<file path="config.mk">
export PLATFORM = sky130hd
export DESIGN_NAME = alu_arbiter
export DESIGN_NICKNAME = d
export VERILOG_FILES = /design/src/rtl/alu_arbiter.sv
export SDC_FILE = /design/constraint.sdc
export NUM_CORES = 1
export LEC_CHECK = 0
export CAP_MARGIN = 20
export CORE_ASPECT_RATIO = 1.75
export CORE_MARGIN = 8
export CORE_UTILIZATION = 50
export DETAILED_ROUTE_END_ITERATION = 8
export PLACE_DENSITY = 0.79
export SKIP_CTS_REPAIR_TIMING = 1
export SYNTH_ARGS = -nofsm -noshare
export SYNTH_HDL_FRONTEND = slang
export SYNTH_SLANG_ARGS = --single-unit
</file>
<file path="constraint.sdc">
create_clock -name i_clk -period 3.35 [get_ports i_clk]
set_clock_uncertainty 0.1 [all_clocks]
set_input_delay 0.67 -clock i_clk [delete_from_list [all_inputs] [get_ports i_clk]]
set_output_delay 0.67 -clock i_clk [all_outputs]
set_load 0.01 [all_outputs]
</file>
<file path="src/rtl/alu_arbiter.sv">
// alu_arbiter: two requesters share one 16-bit-operand / 32-bit-result ALU.
// Round-robin grant in IDLE, compute in EXEC, hold the response in RESP until it is accepted.
//
// Ports:
//   i_clk, i_rst                 clock, synchronous active-high reset
//   i_valid0/1                   per-requester operation pending
//   i_op1_x, i_op2_x, i_sel_x    operands and opcode per requester
//   o_ready0/1                   one-cycle grant pulse (operands captured)
//   o_resp_valid, i_resp_ready   response handshake
//   o_resp_id                    requester owning the response
//   o_result, o_zero, o_err      result, zero flag, illegal-opcode flag
//   o_busy                       block is not idle
module alu_arbiter (
  input  logic        i_clk,
  input  logic        i_rst,
  input  logic        i_valid0,
  input  logic        i_valid1,
  input  logic [15:0] i_op1_0,
  input  logic [15:0] i_op2_0,
  input  logic [15:0] i_op1_1,
  input  logic [15:0] i_op2_1,
  input  logic [2:0]  i_sel0,
  input  logic [2:0]  i_sel1,
  output logic        o_ready0,
  output logic        o_ready1,
  output logic        o_resp_valid,
  input  logic        i_resp_ready,
  output logic        o_resp_id,
  output logic [31:0] o_result,
  output logic        o_zero,
  output logic        o_err,
  output logic        o_busy
);

  localparam logic [1:0] S_IDLE = 2'd0;
  localparam logic [1:0] S_EXEC = 2'd1;
  localparam logic [1:0] S_RESP = 2'd2;

  localparam logic [2:0] OP_ADD = 3'b000;
  localparam logic [2:0] OP_SUB = 3'b001;
  localparam logic [2:0] OP_AND = 3'b010;
  localparam logic [2:0] OP_OR  = 3'b011;
  localparam logic [2:0] OP_NOP = 3'b100;

  logic [1:0]  state_q, state_d;
  logic        ptr_q, ptr_d;
  logic [15:0] op1_q, op1_d;
  logic [15:0] op2_q, op2_d;
  logic [2:0]  sel_q, sel_d;
  logic        id_q, id_d;
  logic [31:0] result_q, result_d;
  logic        zero_q, zero_d;
  logic        err_q, err_d;
  logic        rid_q, rid_d;

  logic        idle;
  logic        any_req;
  logic        win;
  logic        grant;

  logic [31:0] a32;
  logic [31:0] b32;
  logic [31:0] alu_res;
  logic        alu_ill;

  assign idle    = (state_q == S_IDLE);
  assign any_req = i_valid0 | i_valid1;

  // Both pending: pointer decides. One pending: that one wins.
  assign win = (i_valid0 & i_valid1) ? ptr_q : i_valid1;

  // Reset masks the grant so no operand is ever taken in a reset cycle.
  assign grant    = idle & any_req & ~i_rst;
  assign o_ready0 = grant & ~win;
  assign o_ready1 = grant & win;

  assign a32 = {16'd0, op1_q};
  assign b32 = {16'd0, op2_q};

  // NOP and illegal codes keep the previous result.
  always_comb begin
    alu_res = result_q;
    alu_ill = 1'b0;
    unique case (sel_q)
      OP_ADD:  alu_res = a32 + b32;
      OP_SUB:  alu_res = a32 - b32;
      OP_AND:  alu_res = a32 & b32;
      OP_OR:   alu_res = a32 | b32;
      OP_NOP:  alu_res = result_q;
      default: alu_ill = 1'b1;
    endcase
  end

  always_comb begin
    state_d  = state_q;
    ptr_d    = ptr_q;
    op1_d    = op1_q;
    op2_d    = op2_q;
    sel_d    = sel_q;
    id_d     = id_q;
    result_d = result_q;
    zero_d   = zero_q;
    err_d    = err_q;
    rid_d    = rid_q;
    unique case (state_q)
      S_IDLE: begin
        if (any_req) begin
          state_d = S_EXEC;
          ptr_d   = ~win;
          id_d    = win;
          op1_d   = win ? i_op1_1 : i_op1_0;
          op2_d   = win ? i_op2_1 : i_op2_0;
          sel_d   = win ? i_sel1  : i_sel0;
        end
      end
      S_EXEC: begin
        state_d  = S_RESP;
        result_d = alu_res;
        zero_d   = (alu_res == 32'd0);
        err_d    = alu_ill;
        rid_d    = id_q;
      end
      S_RESP: begin
        if (i_resp_ready) begin
          state_d = S_IDLE;
        end
      end
      default: begin
        state_d = S_IDLE;
      end
    endcase
  end

  always_ff @(posedge i_clk) begin
    if (i_rst) begin
      state_q  <= S_IDLE;
      ptr_q    <= 1'b0;
      op1_q    <= 16'd0;
      op2_q    <= 16'd0;
      sel_q    <= OP_NOP;
      id_q     <= 1'b0;
      result_q <= 32'd0;
      zero_q   <= 1'b1;
      err_q    <= 1'b0;
      rid_q    <= 1'b0;
    end else begin
      state_q  <= state_d;
      ptr_q    <= ptr_d;
      op1_q    <= op1_d;
      op2_q    <= op2_d;
      sel_q    <= sel_d;
      id_q     <= id_d;
      result_q <= result_d;
      zero_q   <= zero_d;
      err_q    <= err_d;
      rid_q    <= rid_d;
    end
  end

  assign o_resp_valid = (state_q == S_RESP);
  assign o_busy       = ~idle;
  assign o_resp_id    = rid_q;
  assign o_result     = result_q;
  assign o_zero       = zero_q;
  assign o_err        = err_q;

endmodule

</file>
# [Word-level counts from Yosys, hierarchy flattened]
# Index checks and enable logic that the tools add are counted.
[word_totals] inputBits=75 wordCells=46 reg_bits=74
[op_classes] add_sub_neg=2 mux=9 eq_ne=8 bitwise_logic=11 reduce_logical=6
[op_table] op="case mux 32 bit (4 select lines)" count=1
[op_table] op="zero test 32 bit" count=1
[op_table] op="two-way mux 16 bit" count=2
[op_table] op="adder 16 x 16 -> 17 bit" count=1
[op_table] op="subtractor 16 x 16 -> 17 bit" count=1
[op_table] op="AND 16 bit" count=1
[op_table] op="OR 16 bit" count=1
[op_table] op="equality test 3 x 2 -> 1 bit, second input constant" count=2
[op_table] op="case mux 2 bit (3 select lines)" count=1
[op_table] op="AND 1 bit" count=5
[op_table] op="OR reduction 5 bit" count=1
[op_table] op="two-way mux 2 bit" count=2
[op_table] op="!= test 2 x 1 -> 1 bit, second input constant" count=2
[op_table] op="AND reduction 2 bit" count=2
[op_table] op="equality test 3 x 1 -> 1 bit, second input constant" count=1
[op_table] op="equality test 3 bit, second input constant" count=1
[op_table] op="zero test 3 bit" count=1
[op_table] op="two-way mux 3 bit" count=1
[op_table] op="inverter 1 bit" count=3
[op_table] op="equality test 2 x 1 -> 1 bit, second input constant" count=1
[op_table] op="equality test 2 bit, second input constant" count=1
[op_table] op="zero test 2 bit" count=1
[op_table] op="two-way mux 1 bit" count=2
[op_table] op="OR 1 bit" count=1

# [Depth between registers and ports, before layout]
[logic_depth] word_depth=4 mapped_depth=13 depth_no_buf=13

# [Worst setup path before layout]
# OpenSTA, ideal clock, no wires.
[synth_timing] kind="flip-flop to flip-flop" startpoint="register op1_q[4]" endpoint="register zero_q (netlist: o_zero)" period_less_slack_ns=3.023 path_stages_with_launch=12 path_buffers=0 slack_ns=0.327 required_ns=3.166 arrival_ns=2.839 setup_time_ns=0.084 cell_sequence="dfxtp_1 inv_1 ha_1 and2_4 a221o_1 or3_1 a31o_1 o32ai_2 nand4b_1 a2111oi_2 nand4_1 o31ai_2"
[synth_via] elab_chain_len=3 elab_cells_between_ends=6
[synth_rtl] item="start, declared" line_no="47" source="logic [15:0] op1_q, op1_d;"
[synth_rtl] item="start signal, assigned" line_no="149" source="op1_q <= op1_d;"
[synth_rtl] item="subtractor 16 x 16 -> 17 bit, or another cell as far along" line_no="86" source="OP_SUB: alu_res = a32 - b32;"
[synth_rtl] item="case mux 32 bit (4 select lines) (*)" line_no="84" source="unique case (sel_q)"
[synth_rtl] item="zero test 32 bit (*)" line_no="119" source="zero_d = (alu_res == 32'd0);"
[synth_rtl] item="end signal, assigned" line_no="154" source="zero_q <= zero_d;"
[synth_rtl] item="end, declared" line_no="52" source="logic zero_q, zero_d;"
# Every way passes the cells marked *; elsewhere a longest branch is shown, timed or not.
# A chain may end at the register's enable or synchronous reset.

# [Final worst setup path]
[layout_timing] startpoint="register op2_q[1]" endpoint="register zero_q (netlist: o_zero)"
[layout_via] elab_chain_len=3 elab_cells_between_ends=6
[layout_rtl] item="start, declared" line_no="48" source="logic [15:0] op2_q, op2_d;"
[layout_rtl] item="start signal, assigned" line_no="150" source="op2_q <= op2_d;"
[layout_rtl] item="subtractor 16 x 16 -> 17 bit, or another cell as far along" line_no="86"
[layout_rtl] item="case mux 32 bit (4 select lines) (*)" line_no="84"
[layout_rtl] item="zero test 32 bit (*)" line_no="119"
# Marked as above.

==> impl_metrics.csv <==
group,metric,value,unit
routing,viasPerCell,6.16,
grt,grt_max_degree,51,
clocking,htreeDepth,3,
worst_setup_path,cp_cell_sequence,"inv_1 > ha_1 > a21o_1 > and3_2 > o2111ai_2 > a21o_1 > a221o_1 > and3_1 > a2111oi_2 > nand4_1 > o31ai_2",
routing,drt.antenna.violating_nets,0,
worst_setup_path,worst_r2r_startpoint,"op2_q[1]$_SDFFE_PP0P_",
clocking,cts_tree,"done",
pwr,p_per_area,448,nW/um2
final_layout,layout_common_cells,"clkdlybuf4s50_1 (112), nand2_1 (99), nor2_1 (68)",
final_layout,final_area,7210,um2
synth,async_flop_share,0,%
die,rows,50,
final_layout,fin_cells,969,
place,numPortBuffers,113,
worst_setup_path,cp_slowest_cell,"a221o_1",
place,placed_cells,953,
pwr,vdd_drop_max,0.000343,V
die,die_w,94.6,um
grt,overflow,0,
routing,drtPass1Iterations,6,
synth,syn_area,5410,um2
synth,yosys_warnings,0,
hold_path,hold_path_class,"register to register",
die,die_h,154,um
routing,routedWlPerCell,19.5,um
die,start_util,50.9,%
final_layout,register_area,1490,um2
worst_setup_path,ff2ff_setup_slack,0.16,ns
clocking,root_buffer,"clkbuf_16",
synth,synth-seq-area-share,27.4,%
synth,synth_flop_cell,"dfxtp_1",
clocking,clk_latency,0.34,ns
sta,fin_setup_tns,0,ns
hold_path,hold_path_startpoint,"op2_q[3]$_SDFFE_PP0P_",
synth,synth.avg_cell_area,7.53,um2
final_layout,n_fill_cell,908,
routing,post-route-drc-count,0,
final_layout,multiInputGateArea,3630,um2
sta,hold_viol,0,
worst_setup_path,crit_required,3.50,ns
worst_setup_path,cp_max_fo,4,
place,dp_hpwl,15000,um
synth,ys_types,69,
die,dieArea,14500,um2
worst_setup_path,slowest_delay,0.37,ns
sta,report.final.slew_viol_count,0,
sta,final.setup.worst_slack,0.156,ns
synth,syn_inst,719,
synth,synthesis.nets,847,
worst_setup_path,path_delay_family,"compound AO/OA/AOI/OAI gates",
worst_setup_path,crit_path_start_kind,"register",
flow_run,maxCapViolations,0,
worst_setup_path,critPathLaunch,"op2_q[1]$_SDFFE_PP0P_",
sta,setup_viol,0,
worst_setup_path,cp_common_cell,"a21o_1",
final_layout,layout.nets,963,
synth,synth_top_area_cell,"dfxtp_1",
worst_setup_path,path_class,"register to register",
synth,synth_edf_count,0,
place,post_dp_cell_area,6790,um2
sta,final.min_clock_period,3.19,ns
die,pin_count,114,
final_layout,n_antenna_cell,0,
synth,synth_top_area_share,27.4,%
sta,relSlewSlack,51.7,%
routing,finalWirelength,18900,um
sta,worstMarginPinSlew,0.724,ns
clocking,clk_pin_slew_worst_paths,0.06,ns
die,core,10600,um2
routing,num_vias,5969,
synth,ys_ff_latch,74,
pwr,leakage,0.00289,uW
clocking,clockBufferDepth,2,
worst_setup_path,cp.arrival,3.35,ns
worst_setup_path,critPathBufInv,1,
clocking,clock_sinks,74,
sta,fmax,313,MHz
run_status,status,"finished, final reports clean",
routing,drt_iter0_drc,454,
synth,synth_area_leaders,"dfxtp_1 (27%), ha_1 (12%), nand2_1 (6.9%), a21oi_1 (5.5%), nor2_1 (4.7%)",
final_layout,area_delta_synth_final,33.2,%
sta,fin_crit_sh,95.3,%
place,place_congestion,0.969,
worst_setup_path,end_kind,"register",
clocking,cts_buffers,9,
place,pre_cts_ws,-0.0479,ns
grt,grt_pass1_wl,30000,um
grt,track_usage,25.9,%
final_layout,final_common_cell,"clkdlybuf4s50_1",
grt,antenna_found_initial,0,
grt,grt_pass1_vias,5926,
final_layout,drive_above_1_share,11.7,%
## state kept, by name, summed over array words and instances, names as in the netlist
register / flops
op1_q: 16
state_q: 2
op2_q: 16
ptr_q: 1
o_result: 32
o_zero: 1
o_err: 1
sel_q: 3
o_resp_id: 1
id_q: 1
## where the power goes
part           internal (uW)  switching (uW)
clock network            590             353
registers                951            77.3
logic                    549             706
total                   2090            1140
## cell type report
type	count	share of cell area, %
Tap cell	130	2.26
Clock inverter	3	0.556
Inverter	54	2.87
Clock buffer	12	3.42
Multi-Input combinational cell	543	50.4
Timing Repair Buffer	153	19.8
Sequential cell	74	20.7
## cells in the mapped netlist, drive strengths merged, types with 4 or more instances
library cell / instances
a211oi: 17
a21o: 9
a21oi: 60
a221oi: 4
a222oi: 11
a22oi: 25
a31oi: 13
and2: 6
and3: 6
buf: 13
clkbuf: 35
dfxtp: 74
ha: 51
inv: 54
mux2i: 4
nand2: 99
nand2b: 14
nand3: 9
nor2: 68
nor2b: 10
nor3: 13
nor4: 6
o2111ai: 5
o211ai: 8
o21ai: 31
o22ai: 4
o311ai: 6
or3: 5
## logic make-up after synthesis
kind of cell	count (synthesis)	synth area share (%)
and+or+nand+nor	255	21.8
DFF	74	27.4
muxes	5	1.16
xor gates and xnor gates	3	0.486
buffers and inverters	102	7.54
AOI/OAI and AO/OA	227	29.1
adders and majority gates	53	12.5
## metal layers
| metal | up-vias | track usage, % | part of all wire (%) |
|---|---|---|---|
| met5 | - | 0 | 0 |
| met4 | 0 | 14.2 | 4.5 |
| met3 | 60 | 5.80 | 7.4 |
| met2 | 321 | 45.0 | 50 |
| met1 | 2769 | 27.7 | 38 |
| li1 | 2819 | - | - |
## worst reg2reg max path, cell delays in order, from the launching register on
cell and delay (ns):
dfxtp_1 0.35, inv_1 0.13, ha_1 0.34, a21o_1 0.16, and3_2 0.23, o2111ai_2 0.17, a21o_1 0.27, a221o_1 0.37
and3_1 0.20, a2111oi_2 0.35, nand4_1 0.19, o31ai_2 0.24
## final timing paths
| path | cells after the start | endpoint |
|---|---|---|
| setup / recovery | 11 | o_zero$_SDFFE_PP1N_ |
| hold / removal | 2 | op2_q[3]$_SDFFE_PP0P_ |
| hold reg to reg | 2 | op2_q[3]$_SDFFE_PP0P_ |
| setup reg to reg | 11 | o_zero$_SDFFE_PP1N_ |
## through the flow
step	hold WS [ns]	util, %	total power (uW)
2_1_floorplan	0.326	-	1750
3_3_place_gp	0.343	63.8	2200
3_5_place_dp	0.347	63.8	2210
4_1_cts	0.355	66.5	3150
5_1_grt	0.382	67.8	3390
6_report	0.355	67.8	3230
Power figures use the tool's default switching activity.
